--- src/rtl/ctrl_pkg.sv ---
// Shared definitions for the hardwired control sequencer: opcodes, T-state and
// instruction-class enumerations, and instruction field positions.
package ctrl_pkg;

  localparam logic [4:0] OP_ADD  = 5'b00011;
  localparam logic [4:0] OP_SUB  = 5'b00100;
  localparam logic [4:0] OP_SHR  = 5'b00101;
  localparam logic [4:0] OP_SHL  = 5'b00111;
  localparam logic [4:0] OP_ROR  = 5'b01000;
  localparam logic [4:0] OP_ROL  = 5'b01001;
  localparam logic [4:0] OP_AND  = 5'b01010;
  localparam logic [4:0] OP_OR   = 5'b01011;
  localparam logic [4:0] OP_MUL  = 5'b01111;
  localparam logic [4:0] OP_DIV  = 5'b10000;
  localparam logic [4:0] OP_NEG  = 5'b10001;
  localparam logic [4:0] OP_NOT  = 5'b10010;
  localparam logic [4:0] OP_NOP  = 5'b11010;
  localparam logic [4:0] OP_HALT = 5'b11011;

  localparam int OPC_LSB = 27;
  localparam int RA_LSB  = 23;
  localparam int RB_LSB  = 19;
  localparam int RC_LSB  = 15;

  typedef enum logic [3:0] {
    ST_IDLE = 4'd0,
    ST_T0   = 4'd1,
    ST_T1   = 4'd2,
    ST_T2   = 4'd3,
    ST_T3   = 4'd4,
    ST_T4   = 4'd5,
    ST_T5   = 4'd6,
    ST_T6   = 4'd7,
    ST_HALT = 4'd8
  } state_e;

  typedef enum logic [2:0] {
    CLS_NOP,
    CLS_TWO,
    CLS_UNARY,
    CLS_HILO,
    CLS_HALT
  } class_e;

  // Unrecognised opcodes fall into CLS_NOP so they execute as nop.
  function automatic class_e decode_class(input logic [4:0] op);
    case (op)
      OP_ADD, OP_SUB, OP_SHR, OP_SHL,
      OP_ROR, OP_ROL, OP_AND, OP_OR:  return CLS_TWO;
      OP_NEG, OP_NOT:                 return CLS_UNARY;
      OP_MUL, OP_DIV:                 return CLS_HILO;
      OP_HALT:                        return CLS_HALT;
      default:                        return CLS_NOP;
    endcase
  endfunction

endpackage

--- src/rtl/reg_onehot_decode.sv ---
// Register index to one-hot select, gated by an enable.
module reg_onehot_decode #(
  parameter int REGS   = 16,
  parameter int RIDX_W = 4
) (
  input  logic              en,
  input  logic [RIDX_W-1:0] idx,
  output logic [REGS-1:0]   onehot
);

  always_comb begin
    onehot = '0;
    for (int i = 0; i < REGS; i++) begin
      onehot[i] = en && (idx == RIDX_W'(i));
    end
  end

endmodule

--- src/rtl/control_sequencer.sv ---
// Hardwired fetch-decode-execute control unit; Moore outputs decode from the
// T-state register and the IR fields fed back from the datapath.
module control_sequencer
  import ctrl_pkg::*;
#(
  parameter int REGS   = 16,
  parameter int RIDX_W = 4
) (
  input  logic             clock,
  input  logic             clear,
  input  logic             run,
  input  logic [31:0]      IR,
  output logic [REGS-1:0]  regIn,
  output logic [REGS-1:0]  regOut,
  output logic             HiIn,
  output logic             LoIn,
  output logic             ZIn,
  output logic             PCIn,
  output logic             MDRIn,
  output logic             YIn,
  output logic             IRIn,
  output logic             MARIn,
  output logic             HiOut,
  output logic             LoOut,
  output logic             ZHiOut,
  output logic             ZLoOut,
  output logic             PCOut,
  output logic             MDROut,
  output logic             MDRread,
  output logic             IncPC,
  output logic [4:0]       ALUcode,
  output logic             halted,
  output logic [3:0]       tstate
);

  state_e state_q, state_d;
  state_e end_state;
  class_e cls;

  logic [4:0]        opcode;
  logic [RIDX_W-1:0] ra, rb, rc;
  logic              ir_unused;

  logic              reg_in_en, reg_out_en;
  logic [RIDX_W-1:0] reg_in_idx, reg_out_idx;

  assign opcode    = IR[OPC_LSB +: 5];
  assign ra        = IR[RA_LSB +: RIDX_W];
  assign rb        = IR[RB_LSB +: RIDX_W];
  assign rc        = IR[RC_LSB +: RIDX_W];
  assign ir_unused = ^IR[RC_LSB-1:0];
  assign cls       = decode_class(opcode);

  // run is only consulted here, so an instruction always runs to completion.
  assign end_state = run ? ST_T0 : ST_IDLE;

  always_comb begin
    state_d = state_q;
    case (state_q)
      ST_IDLE: state_d = run ? ST_T0 : ST_IDLE;
      ST_T0:   state_d = ST_T1;
      ST_T1:   state_d = ST_T2;
      ST_T2:   state_d = ST_T3;
      ST_T3: begin
        case (cls)
          CLS_TWO, CLS_UNARY, CLS_HILO: state_d = ST_T4;
          CLS_HALT:                     state_d = ST_HALT;
          default:                      state_d = end_state;
        endcase
      end
      ST_T4:   state_d = (cls == CLS_TWO || cls == CLS_HILO) ? ST_T5 : end_state;
      ST_T5:   state_d = (cls == CLS_HILO) ? ST_T6 : end_state;
      ST_T6:   state_d = end_state;
      ST_HALT: state_d = ST_HALT;
      default: state_d = ST_IDLE;
    endcase
  end

  always_ff @(posedge clock) begin
    if (!clear) state_q <= ST_IDLE;
    else        state_q <= state_d;
  end

  always_comb begin
    HiIn = 1'b0; LoIn = 1'b0; ZIn = 1'b0; PCIn = 1'b0;
    MDRIn = 1'b0; YIn = 1'b0; IRIn = 1'b0; MARIn = 1'b0;
    HiOut = 1'b0; LoOut = 1'b0; ZHiOut = 1'b0; ZLoOut = 1'b0;
    PCOut = 1'b0; MDROut = 1'b0; MDRread = 1'b0; IncPC = 1'b0;
    ALUcode = 5'b00000;
    reg_in_en = 1'b0;  reg_in_idx = ra;
    reg_out_en = 1'b0; reg_out_idx = rb;
    case (state_q)
      ST_T0: begin PCOut = 1'b1; MARIn = 1'b1; IncPC = 1'b1; ZIn = 1'b1; end
      ST_T1: begin ZLoOut = 1'b1; PCIn = 1'b1; MDRread = 1'b1; MDRIn = 1'b1; end
      ST_T2: begin MDROut = 1'b1; IRIn = 1'b1; end
      ST_T3: begin
        case (cls)
          CLS_TWO:   begin reg_out_en = 1'b1; YIn = 1'b1; end
          CLS_UNARY: begin reg_out_en = 1'b1; ZIn = 1'b1; ALUcode = opcode; end
          CLS_HILO:  begin reg_out_en = 1'b1; reg_out_idx = ra; YIn = 1'b1; end
          default: ;
        endcase
      end
      ST_T4: begin
        case (cls)
          CLS_TWO: begin
            reg_out_en = 1'b1; reg_out_idx = rc; ZIn = 1'b1; ALUcode = opcode;
          end
          CLS_UNARY: begin ZLoOut = 1'b1; reg_in_en = 1'b1; end
          CLS_HILO:  begin reg_out_en = 1'b1; ZIn = 1'b1; ALUcode = opcode; end
          default: ;
        endcase
      end
      ST_T5: begin
        case (cls)
          CLS_TWO:  begin ZLoOut = 1'b1; reg_in_en = 1'b1; end
          CLS_HILO: begin ZLoOut = 1'b1; LoIn = 1'b1; end
          default: ;
        endcase
      end
      ST_T6: begin
        if (cls == CLS_HILO) begin ZHiOut = 1'b1; HiIn = 1'b1; end
      end
      default: ;
    endcase
  end

  assign halted = (state_q == ST_HALT);
  assign tstate = state_q;

  reg_onehot_decode #(.REGS(REGS), .RIDX_W(RIDX_W)) u_reg_in_dec (
    .en     (reg_in_en),
    .idx    (reg_in_idx),
    .onehot (regIn)
  );

  reg_onehot_decode #(.REGS(REGS), .RIDX_W(RIDX_W)) u_reg_out_dec (
    .en     (reg_out_en),
    .idx    (reg_out_idx),
    .onehot (regOut)
  );

endmodule

--- config.mk ---
export PLATFORM = sky130hd
export DESIGN_NAME = control_sequencer
export DESIGN_NICKNAME = d
export VERILOG_FILES = /design/src/rtl/ctrl_pkg.sv /design/src/rtl/reg_onehot_decode.sv /design/src/rtl/control_sequencer.sv
export SDC_FILE = /design/constraint.sdc
export NUM_CORES = 1
export LEC_CHECK = 0
export BUFFER_PORTS_ARGS = -buffer_cell sky130_fd_sc_hd__buf_2
export CAP_MARGIN = 20
export CORE_ASPECT_RATIO = 0.9
export CORE_MARGIN = 8
export CORE_UTILIZATION = 40
export CTS_CLUSTER_SIZE = 28
export DETAILED_ROUTE_END_ITERATION = 16
export HOLD_SLACK_MARGIN = 0.08
export PLACE_DENSITY = 0.84
export SYNTH_ARGS = -nofsm -noshare
export SYNTH_HDL_FRONTEND = slang
export SYNTH_SLANG_ARGS = --single-unit
--- constraint.sdc ---
create_clock -name clock -period 7 [get_ports clock]
set_input_delay 1.75 -clock clock [delete_from_list [all_inputs] [get_ports clock]]
set_output_delay 1.75 -clock clock [all_outputs]
set_load 0.02 [all_outputs]
==> qor.yml <==
worst_setup_path:
  worstPathArrival_ns: 3.78
  rrSetupSlack_ns: 5.23
  reg2regPathDepth: 4
  r2r_start: "tstate[2]"
  cp.required_ns: 5.25
  path_class: "primary input to primary output"
  crit_fanout: 10
  cp-endpoint: "regOut[7]"
  critPathCaptureType: "primary output"
  cp-start-kind: "primary input"
  startpoint: "IR[30]"
  timing.rr.end: "tstate[2]"
sta:
  fmax_ghz: 0.181
  finalCriticalPeriod_ns: 5.53
  whs_ns: 0.654
  timing.final.crit_share_pct: 79.0
  relSlewSlack_pct: 59.5
  slew_violations: 0
  skew_ns: 0.00166
  rsz0062_at_grt: "false"
  hold_viol_final: 0
  finalSetupViolCount: 0
  setup_tns_ns: 0
  worst_pin_slew_ns: 0.603
pwr:
  intPower_mw: 0.0691
  power.density_mw_per_mm2: 89.7
  combPwrFrac_pct: 54.2
  netSwitchingFraction_pct: 45.4
  switchingPower_mw: 0.0576
  vdd_ir_drop_max_v: 0.000127
  pwr-share-clk_pct: 22.3
  power_mw: 0.127
  power_frac_seq_pct: 23.4
  p_leak_nw: 0.718
layout:
  fill_cells: 247
  fin_cells: 259
  drive_gt1_share_pct: 38.5
  largest_reg_flops: 4
  nets: 268
  layout.area.seq_um2: 80.1
  n_antenna_cell: 0
  multi_input_area_um2: 851
  area_delta_synth_final_pct: 31.9
floorplanning:
  design.core.area_mm2: 0.00249
  die_x_um: 70.5
  die_h_um: 65.1
  rows: 17
  io_pins: 93
  initial_core_util_pct: 43.0
  fp.dieArea_mm2: 0.00459
global_routing:
  grt_pass1_wl_um: 6050
  grt_max_degree: 18
  antenna_found_initial: 0
  grt_pass1_vias: 1318
  globalRouteTotalUtil_pct: 14.8
  grt_overflow_total: 0
worst_hold_path:
  hold_class: "flop to flop"
clock_network:
  cts_tree: "built"
  numCtsBuffers: 3
  clock_latency_ns: 0.23
  cts_buffer_depth: 2
  clockRootBuffer: "clkbuf_4"
  htreeDepth: 1
  cts_resized: 0
  postCtsHoldBufs: 0
  cts.sinks: 4
  path_clk_slew_ns: 0.04
  cts_setup_buffers: 0
synthesis:
  ys_seq_area_share_pct: 7.48
  synth_flop_cell: "dfxtp_1"
  netlist_top_cells_area: "nor3_1 11%, dfxtp_1 7.5%, buf_4 6.3%, nor3b_1 4.9%, and2_1 4.7%"
  syn_inst: 167
  synth_edf_count: 0
  async_flop_share_pct: 0
  yosysTopAreaCellShare_pct: 10.7
  avgSynthCellArea_um2: 6.41
  ys_types: 42
  synth_area_mm2: 0.00107
  ys_seq_elements: 4
  synth_largest_area_cell: "nor3_1"
  yosysWarnings: 0
placed_design:
  place_congestion: 0.886
  hpwl_um: 2980
  place_inst: 254
  io_buffers: 75
drt:
  ant_nets: 0
  via_count: 1420
  firstDrtPassIters: 5
  drtIter0Drc: 64
  vias_per_cell: 5.48
  drc: 0
  wl_um: 3590
  avgRoutedWirePerCell_um: 13.9
run:
  drv_cap: 0
run_status:
  status: "finished clean"
==> power by group through the flow <==
stage	sequential, mW	clock [mW]	combinational [mW]
after global routing	0.0305	0.0323	0.0767
after CTS	0.0295	0.0301	0.0674
after floorplan	0.0283	0	0.0535
after global placement	0.0300	0	0.0664
final	0.0297	0.0283	0.0687
after detailed placement	0.0299	0	0.0673
==> metal layers <==
| metal | vias up | track usage, % | part of all wire [%] |
|---|---|---|---|
| met4 | 0 | 1.47 | 0 |
| met5 | - | 0 | 0 |
| met3 | 0 | 7.21 | 14 |
| met1 | 614 | 17.4 | 40 |
| li1 | 734 | - | - |
| met2 | 72 | 24.6 | 46 |
==> layout by cell type (no fill, tap or decap), types with 2 or more instances in the layout <==
master / n
nand3_1: 3
mux2i_1: 3
inv_1: 7
buf_4: 3
nand4_1: 5
nor2_1: 13
o21a_1: 2
nor2b_1: 4
clkbuf_4: 3
a21oi_1: 9
a211o_1: 2
nand3b_1: 2
or3_1: 2
dfxtp_1: 4
and2_1: 8
o21ai_0: 8
nor4_1: 4
nand2b_1: 7
and3b_1: 5
buf_2: 75
nor3_1: 23
conb_1: 2
nand2_1: 9
a211oi_1: 2
nor3b_1: 7
a31oi_1: 4
==> worst max-delay path, cell delays in order <==
cell and delay [ns]:
buf_2 0.16, or3_4 0.41, o22ai_4 0.20, mux2_2 0.38
a211oi_1 0.26, nand4_1 0.22, and3b_1 0.25, buf_2 0.16
==> Yosys cell counts (2+ instances only) <==
| cell | instances |
|---|---|
| nor4_1 | 4 |
| nor2b_1 | 4 |
| a21oi_1 | 9 |
| nand2b_1 | 7 |
| inv_1 | 7 |
| nand4_1 | 5 |
| nand2_1 | 9 |
| nor3_1 | 23 |
| nand3_1 | 3 |
| a211o_1 | 2 |
| or3_1 | 2 |
| o21a_1 | 2 |
| and2_1 | 8 |
| o21ai_0 | 8 |
| dfxtp_1 | 4 |
| a31oi_1 | 4 |
| nand3b_1 | 2 |
| mux2i_1 | 3 |
| buf_4 | 9 |
| a211oi_1 | 2 |
| nor2_1 | 13 |
| nor3b_1 | 7 |
| buf_2 | 7 |
| and3b_1 | 5 |
==> through the flow <==
| stage | utilization, % | worst slack (ns) | instance area (um2) |
|---|---|---|---|
| 4_1_cts | 56.2 | 1.33 | 1400 |
| 2_1_floorplan | - | 1.43 | 1070 |
| 6_report | 56.8 | 1.47 | 1410 |
| 5_1_grt | 56.8 | 1.29 | 1410 |
| 3_5_place_dp | 55.3 | 1.34 | 1380 |
| 3_3_place_gp | 55.3 | 1.38 | 1380 |
==> cell families (layout without fill, tap and decap cells) <==
kind of cell | after synthesis | after routing | synth area share (%)
AND/OR/NAND/NOR | 97 | 97 | 52.0
AO/OA/AOI/OAI | 36 | 36 | 22.9
multiplexers | 4 | 4 | 3.86
flip-flops | 4 | 4 | 7.48
buffers and inverters | 25 | 88 | 13.4
other | 1 | 2 | 0.350
==> worst min-delay path by stage <==
stage                          from   endpoint  cells past startpoint
after global routing      tstate[3]  tstate[3]                      2
after CTS                 tstate[3]  tstate[3]                      2
after detailed placement  tstate[3]  tstate[3]                      2
after global placement    tstate[3]  tstate[3]                      2
final                     tstate[3]  tstate[3]                      2
after floorplan           tstate[3]  tstate[3]                      3
==> final cells by class <==
class,count,area share [%]
Clock buffer,3,1.59
Inverter,7,1.86
Multi-Input combinational cell,139,60.2
Sequential cell,4,5.67
Tap cell,28,2.48
Timing Repair Buffer,78,28.2
(Power assumes the default switching activity.)
